--- src/rtl/cim_wb_cmd_sequencer_pkg.sv ---
// Shared types and constants for the CIM Wishbone command sequencer.
package cim_wb_cmd_sequencer_pkg;

    // Sequencer FSM states; encodings are fixed so they stay stable across tools.
    typedef enum logic [1:0] {
        StIdle = 2'd0,
        StBus  = 2'd1,
        StPush = 2'd2
    } seq_state_e;

    // Width of one response FIFO entry: {we, err, data[31:0]}.
    localparam int unsigned RspWidth = 34;

    // Read data returned when the macro never acknowledges.
    localparam logic [31:0] ErrPatternDefault = 32'hDEAD_BEEF;

    typedef struct packed {
        logic        we;
        logic        err;
        logic [31:0] data;
    } rsp_entry_t;

    // Increment an 8-bit counter, holding at all-ones.
    function automatic logic [7:0] sat_inc8(input logic [7:0] value);
        return (value == 8'hFF) ? value : value + 8'd1;
    endfunction

endpackage

--- src/rtl/cim_wb_cmd_sequencer_rsp_fifo.sv ---
// Synchronous first-word-fall-through FIFO holding sequencer responses.
module cim_wb_cmd_sequencer_rsp_fifo #(
    parameter int unsigned WIDTH = 34,
    parameter int unsigned DEPTH = 4
) (
    input  logic             clk_i,
    input  logic             rst_i,
    input  logic             push_i,
    input  logic [WIDTH-1:0] wdata_i,
    input  logic             pop_i,
    output logic [WIDTH-1:0] rdata_o,
    output logic             full_o,
    output logic             empty_o
);

    localparam int unsigned    AddrW    = (DEPTH > 1) ? $clog2(DEPTH) : 1;
    localparam logic [AddrW:0] DepthCnt = (AddrW + 1)'(DEPTH);
    localparam logic [AddrW:0] CntOne   = (AddrW + 1)'(1);
    localparam logic [AddrW-1:0] PtrOne = AddrW'(1);

    logic [WIDTH-1:0] mem_q [DEPTH];
    logic [AddrW-1:0] wr_ptr_q;
    logic [AddrW-1:0] rd_ptr_q;
    logic [AddrW:0]   count_q;
    logic             do_push;
    logic             do_pop;

    assign full_o  = (count_q == DepthCnt);
    assign empty_o = (count_q == '0);
    assign do_push = push_i && !full_o;
    assign do_pop  = pop_i && !empty_o;

    // Head is forced to zero when empty so unwritten storage never leaks out.
    assign rdata_o = empty_o ? '0 : mem_q[rd_ptr_q];

    // Pointer and occupancy bookkeeping; pointers wrap since DEPTH is a power of 2.
    always_ff @(posedge clk_i) begin
        if (rst_i) begin
            wr_ptr_q <= '0;
            rd_ptr_q <= '0;
            count_q  <= '0;
        end else begin
            if (do_push) wr_ptr_q <= wr_ptr_q + PtrOne;
            if (do_pop)  rd_ptr_q <= rd_ptr_q + PtrOne;
            case ({do_push, do_pop})
                2'b10:   count_q <= count_q + CntOne;
                2'b01:   count_q <= count_q - CntOne;
                default: count_q <= count_q;
            endcase
        end
    end

    // Storage array; contents need no reset because the head is gated by empty.
    always_ff @(posedge clk_i) begin
        if (do_push) mem_q[wr_ptr_q] <= wdata_i;
    end

endmodule

--- src/rtl/cim_wb_cmd_sequencer.sv ---
// Wishbone classic-cycle master that turns a command stream into single
// transactions towards the CIM macro, with ack timeout and a response FIFO.
module cim_wb_cmd_sequencer
    import cim_wb_cmd_sequencer_pkg::*;
#(
    parameter int unsigned TIMEOUT_CYCLES = 255,
    parameter int unsigned RSP_DEPTH      = 4,
    parameter logic [31:0] ERR_PATTERN    = ErrPatternDefault
) (
    input  logic        wb_clk_i,
    input  logic        wb_rst_i,
    input  logic        cmd_valid,
    output logic        cmd_ready,
    input  logic        cmd_we,
    input  logic [31:0] cmd_adr,
    input  logic [31:0] cmd_dat,
    input  logic [3:0]  cmd_sel,
    output logic        rsp_valid,
    input  logic        rsp_ready,
    output logic [31:0] rsp_dat,
    output logic        rsp_err,
    output logic        rsp_we,
    output logic        m_cyc_o,
    output logic        m_stb_o,
    output logic        m_we_o,
    output logic [3:0]  m_sel_o,
    output logic [31:0] m_adr_o,
    output logic [31:0] m_dat_o,
    input  logic [31:0] m_dat_i,
    input  logic        m_ack_i,
    output logic        busy,
    output logic [7:0]  err_count
);

    localparam logic [15:0] TimerLast = 16'(TIMEOUT_CYCLES - 1);

    seq_state_e  state_q, state_d;
    logic [15:0] timer_q, timer_d;
    logic        cyc_q, cyc_d;
    logic        we_q, we_d;
    logic [3:0]  sel_q, sel_d;
    logic [31:0] adr_q, adr_d;
    logic [31:0] wdat_q, wdat_d;
    logic [31:0] cap_dat_q, cap_dat_d;
    logic        cap_err_q, cap_err_d;
    logic [7:0]  err_count_q, err_count_d;

    logic        fifo_push;
    logic        fifo_full;
    logic        fifo_empty;
    rsp_entry_t  fifo_wdata;
    rsp_entry_t  fifo_rdata;

    // State register plus all registered bus outputs and captured response.
    always_ff @(posedge wb_clk_i) begin
        if (wb_rst_i) begin
            state_q     <= StIdle;
            timer_q     <= '0;
            cyc_q       <= 1'b0;
            we_q        <= 1'b0;
            sel_q       <= '0;
            adr_q       <= '0;
            wdat_q      <= '0;
            cap_dat_q   <= '0;
            cap_err_q   <= 1'b0;
            err_count_q <= '0;
        end else begin
            state_q     <= state_d;
            timer_q     <= timer_d;
            cyc_q       <= cyc_d;
            we_q        <= we_d;
            sel_q       <= sel_d;
            adr_q       <= adr_d;
            wdat_q      <= wdat_d;
            cap_dat_q   <= cap_dat_d;
            cap_err_q   <= cap_err_d;
            err_count_q <= err_count_d;
        end
    end

    // Next-state logic: accept, run the bus cycle with timeout, then enqueue the response.
    always_comb begin
        state_d     = state_q;
        timer_d     = timer_q;
        cyc_d       = cyc_q;
        we_d        = we_q;
        sel_d       = sel_q;
        adr_d       = adr_q;
        wdat_d      = wdat_q;
        cap_dat_d   = cap_dat_q;
        cap_err_d   = cap_err_q;
        err_count_d = err_count_q;
        fifo_push   = 1'b0;
        cmd_ready   = 1'b0;

        case (state_q)
            StIdle: begin
                // Only accept when a response slot is guaranteed for this command.
                cmd_ready = !fifo_full;
                if (cmd_valid && !fifo_full) begin
                    we_d    = cmd_we;
                    sel_d   = cmd_sel;
                    adr_d   = cmd_adr;
                    wdat_d  = cmd_dat;
                    timer_d = '0;
                    cyc_d   = 1'b1;
                    state_d = StBus;
                end
            end
            StBus: begin
                timer_d = timer_q + 16'd1;
                // Ack is checked first so it wins over a same-cycle timeout.
                if (m_ack_i) begin
                    cap_dat_d = we_q ? 32'd0 : m_dat_i;
                    cap_err_d = 1'b0;
                    cyc_d     = 1'b0;
                    state_d   = StPush;
                end else if (timer_q == TimerLast) begin
                    cap_dat_d   = ERR_PATTERN;
                    cap_err_d   = 1'b1;
                    cyc_d       = 1'b0;
                    err_count_d = sat_inc8(err_count_q);
                    state_d     = StPush;
                end
            end
            StPush: begin
                fifo_push = 1'b1;
                state_d   = StIdle;
            end
            default: begin
                state_d = StIdle;
            end
        endcase
    end

    assign fifo_wdata = '{we: we_q, err: cap_err_q, data: cap_dat_q};

    cim_wb_cmd_sequencer_rsp_fifo #(
        .WIDTH (RspWidth),
        .DEPTH (RSP_DEPTH)
    ) u_rsp_fifo (
        .clk_i   (wb_clk_i),
        .rst_i   (wb_rst_i),
        .push_i  (fifo_push),
        .wdata_i (fifo_wdata),
        .pop_i   (rsp_ready),
        .rdata_o (fifo_rdata),
        .full_o  (fifo_full),
        .empty_o (fifo_empty)
    );

    assign rsp_valid = !fifo_empty;
    assign rsp_dat   = fifo_rdata.data;
    assign rsp_err   = fifo_rdata.err;
    assign rsp_we    = fifo_rdata.we;

    assign m_cyc_o   = cyc_q;
    assign m_stb_o   = cyc_q;
    assign m_we_o    = we_q;
    assign m_sel_o   = sel_q;
    assign m_adr_o   = adr_q;
    assign m_dat_o   = wdat_q;

    assign err_count = err_count_q;
    assign busy      = (state_q != StIdle) || !fifo_empty;

endmodule
--- config.mk ---
export PLATFORM = sky130hd
export DESIGN_NAME = cim_wb_cmd_sequencer
export DESIGN_NICKNAME = d
export VERILOG_FILES = /design/src/rtl/cim_wb_cmd_sequencer_pkg.sv /design/src/rtl/cim_wb_cmd_sequencer_rsp_fifo.sv /design/src/rtl/cim_wb_cmd_sequencer.sv
export SDC_FILE = /design/constraint.sdc
export NUM_CORES = 1
export LEC_CHECK = 0
export ABC_AREA = 1
export CAP_MARGIN = 20
export CORE_MARGIN = 1
export CORE_UTILIZATION = 55
export CTS_CLUSTER_DIAMETER = 60
export CTS_CLUSTER_SIZE = 28
export DETAILED_ROUTE_END_ITERATION = 7
export PLACE_DENSITY = 0.93
export SLEW_MARGIN = 20
export SYNTH_ARGS = -nofsm -noshare
export SYNTH_HDL_FRONTEND = slang
export SYNTH_SLANG_ARGS = --single-unit
--- constraint.sdc ---
create_clock -name wb_clk_i -period 6.8 [get_ports wb_clk_i]
set_input_delay 1.7 -clock wb_clk_i [delete_from_list [all_inputs] [get_ports wb_clk_i]]
set_output_delay 1.7 -clock wb_clk_i [all_outputs]
set_load 0.1 [all_outputs]
# Yosys cells after proc, flatten, opt, wreduce, memory -nomap -nowiden

Memories as Yosys holds them, arrays and structs flattened. A register that Yosys moved wholly into a read port is not among the register bits.
Cells that the tools add are included.

Add/subtract/negate cells: 6
Equality and inequality tests: 9
Multiplexer cells: 23
Bitwise gates (word level): 2
Reductions and logical operators: 18

Operator list:

| operator              | count |
|---|---|
| $mux 32               | 3 |
| $mux 34               | 1 |
| $pmux 16 s2           | 1 |
| $add 16x1->16 const B | 1 |
| $eq 16x8->1 const B   | 1 |
| $mux 16               | 1 |
| $mux 2                | 5 |
| $mux 1                | 9 |
| $add 8x1->8 const B   | 1 |
| $eq 8x8->1 const B    | 1 |
| $reduce_and 2->1      | 4 |
| $reduce_bool 2->1     | 4 |
| $pmux 3 s2            | 1 |
| $add 2x1->2 const B   | 2 |
| $eq 2x1->1 const B    | 2 |
| $eq 2x2->1 const B    | 2 |
| $pmux 2 s2            | 1 |
| $reduce_and 4->1      | 1 |
| $add 3x1->3 const B   | 1 |
| $eq 3x3->1 const B    | 1 |
| $logic_and 1x1->1     | 3 |
| $logic_not 3->1       | 1 |
| $ne 3x3->1 const B    | 1 |
| $reduce_and 3->1      | 1 |
| other kinds (7)       | 9 |

Register bits: 136
RAM bits: 136
Logic and storage cells: 72
Memories: 1

Memories:

| memory           | depth | width | rd ports | clocked after Yosys merged registers in | write ports | RTL line                            | text |
|---|---|---|---|---|---|---|---|
| u_rsp_fifo.mem_q | 4     | 34    | 1        | 1                                       | 1           | cim_wb_cmd_sequencer_rsp_fifo.sv:21 | `logic [WIDTH-1:0] mem_q [DEPTH];` |

# Longest topological paths before layout

Depth after elaboration: 5
Depth in mapped cells: 10
Mapped depth without buffers: 10

# Cells and area by module

From an unflattened synthesis, not the netlist that was laid out.

Cell total of the unflattened synthesis: 1,157
Area total of the unflattened synthesis: 11,005.6 um2

Modules (own cells, without submodules):

| module                        | instances | cells an instance | area each (um2) | sequential area each (um2) |
|---|---|---|---|---|
| cim_wb_cmd_sequencer_rsp_fifo | 1         | 471               | 5,753.0         | 4,264.1 |
| cim_wb_cmd_sequencer          | 1         | 686               | 5,252.5         | 2,582.5 |

# Worst setup path before layout

OpenSTA, ideal clock, no wires.

Path kind: reg-to-output
From: register (tool-made name)
To: output rsp_dat[14]
Arrival time: 2,461 ps
Required time: 5,100 ps
Slack: 2,639 ps
Cell stages (with the launch flop): 8
Path through: dfxtp_1 -> buf_2 -> buf_2 -> buf_2 -> nor2_1 -> nor2_1 -> o21ai_0 -> a21oi_1

RTL lines:

| element       | RTL line                   | text |
|---|---|---|
| end, declared | cim_wb_cmd_sequencer.sv:20 | `output logic [31:0] rsp_dat,` |

==> qor.csv <==
metric,value,unit
hold_depth,2,
first_iter_violations,720,
status,"finished, final reports clean",
leakage,0.00500,µW
finish.net_count,1425,
cts-buffers-inserted,17,
avgSynthCellArea,9.73,µm²
final_common_cell,nand2_1,
ys_types,35,
cp_slowest_cell,inv_2,
yosys_warnings,0,
worstSkewPairLatency,0.51,ns
ir_worst_vdd,0.000220,V
reg2reg_depth,4,
synth_nets,1245,
rsz0062_at_grt,no,
post_cts_resized,0,
cts_root_buf,clkbuf_16,
drv_cap,0,
fmax,211,MHz
drive_gt1_share,10.0,%
core_area,19500,µm²
slew_violations,0,
first_global_vias,8607,
cts.path.max_buffers,3,
io_pins,222,
fin_tns_setup,0,ns
tightest_slew,1.08,ns
cp_max_fo,69,
whs,0.467,ns
start_util,56.3,%
overflow,0,
syn2layout_area_growth,25.7,%
post_drt_wl_per_cell,17.0,µm
netlist_instances,1130,
wirelength,26900,µm
cpPeakStageDelay,0.83,ns
slew_headroom,27.6,%
grt.total_usage,25.7,%
crit_arrival,3.04,ns
htreeDepth,1,
clk_pin_slew,0.10,ns
fp.dieH,143,µm
core.rowCount,51,
crit_type,register to primary output,
insertedDiodeCount,0,
io_buffers,221,
die_w,143,µm
hold_viol_final,0,
antenna_found_initial,0,
hold_buffers,0,
vias,8668,
power_density,268,nW/µm²
dr.pass1.iters,5,
startpoint_type,register,
cp.required,5.10,ns
setup_viol,0,
min_period,4.74,ns
min_from,m_adr_o[27],
place_congestion,0.890,
synthesis.area,11000,µm²
cts_tree,built,
drc_errors,0,
dieArea,20600,µm²
grt_pass1_wl,41600,µm
clock-sinks,274,
endpoint_kind,primary output,
total_power,3700,µW
postCtsSetupRepairBufs,0,
final_cell_mix,"189 x nand2_1, 186 x clkdlybuf4s50_1, 164 x nor2_1, 153 x a21oi_1, 137 x dfxtp_1",
crit_top_cell,buf_4,
via_per_inst,5.47,
skew,0.0301,ns
worstHoldPathType,register to register,
grt_start_max_net_pins,83,
crit_chain,buf_4 > inv_2 > o21ai_0 > a21oi_1 > buf_4,
drtAntennaViolNets,0,
rr_startpoint,u_rsp_fifo.count_q[1],
place_hpwl,16800,µm
period_share,69.7,%
ys_seq_area_share,62.3,%
yosys_register_bits,274,
## state kept, by name, summed over array words and instances, names as in the netlist, 3 cells and up, named ones only
register and flops:
m_dat_o 32, m_sel_o 4, timer_q 16, u_rsp_fifo.mem_q 136
cap_dat_q 32, u_rsp_fifo.count_q 3, err_count 8, m_adr_o 32
## synthesized netlist by cell type
master | count | share of area (%)
edfxtp_1 | 136 | 37
inv_2 | 7 | 0.24
nand3_4 | 1 | 0.16
inv_1 | 38 | 1.3
buf_1 | 3 | 0.10
o21a_1 | 1 | 0.068
nand4_1 | 3 | 0.17
xor2_1 | 6 | 0.48
nand2_4 | 3 | 0.31
o21ai_0 | 96 | 4.4
ha_1 | 8 | 0.91
dfxtp_1 | 138 | 25
nor2_2 | 1 | 0.057
nand3b_1 | 2 | 0.14
nor3_4 | 1 | 0.15
o211a_1 | 1 | 0.091
nor2_1 | 168 | 5.7
or2_2 | 1 | 0.057
clkbuf_1 | 32 | 1.1
o21ai_2 | 29 | 2.3
nand2_1 | 189 | 6.5
buf_4 | 3 | 0.20
nand3_1 | 54 | 2.5
nand4_2 | 1 | 0.11
nor2_4 | 4 | 0.41
nor3b_1 | 1 | 0.068
buf_2 | 19 | 0.87
a21oi_1 | 153 | 7.0
buf_6 | 13 | 1.3
nand3_2 | 2 | 0.18
nor3_1 | 6 | 0.27
nand2_2 | 4 | 0.23
a31oi_1 | 3 | 0.17
clkinv_1 | 2 | 0.068
fa_1 | 1 | 0.18
## layer usage
layer	track usage [%]	vias up	part of all wire [%]
li1	-	4169	-
met1	29.8	4074	38
met2	45.8	367	50
met3	6.23	58	8.8
met4	10.1	0	2.9
met5	0	-	0
## final cells by class
cell class | instances | area [µm²]
clock inverters | 9 | 134
well taps | 265 | 332
repair buffers | 231 | 2270
inverters | 47 | 176
multi-input cells | 739 | 3600
fillers | 1402 | 5710
flip-flops and latches | 274 | 6850
clock buffers | 20 | 458
## worst paths after layout
path | slack, ns | endpoint
max reg2reg | 4.41 | u_rsp_fifo.mem_q[2][23]
min reg2reg | 0.47 | m_adr_o[27]
max | 2.06 | rsp_dat[17]
min | 0.47 | m_adr_o[27]
## cell families after synthesis
| kind of cell | share of synthesized area [%] |
|---|---|
| flops | 62.3 |
| buf+inv | 5.20 |
| fa+ha+maj | 1.09 |
| simple gates | 17.0 |
| compound gates | 14.0 |
| xor+xnor | 0.478 |
## metrics by stage
stage	setup slack, ns	instance area [µm²]	std cells	utilization, %
final	2.06	13800	1585	70.8
after CTS	2.14	13800	1583	70.5
after global routing	1.90	13800	1585	70.8
after global placement	2.46	13100	1552	67.2
after detailed placement	2.33	13200	1554	67.5
after floorplan	2.64	11000	1130	-
## critical path, delay by kind of cell, from the launching register on
family / cells / cell delay, ns
buf+inv: 3 / 1.53
compound gates: 2 / 0.62
flops: 1 / 0.33
## report_power, final
group	switching, µW	leakage [µW]	internal [µW]	total (µW)
combinational	576	0.00233	190	766
sequential	34.2	0.00238	1770	1810
clock	604	0.000284	527	1130
No activity file was read; power rests on OpenSTA's default activity.
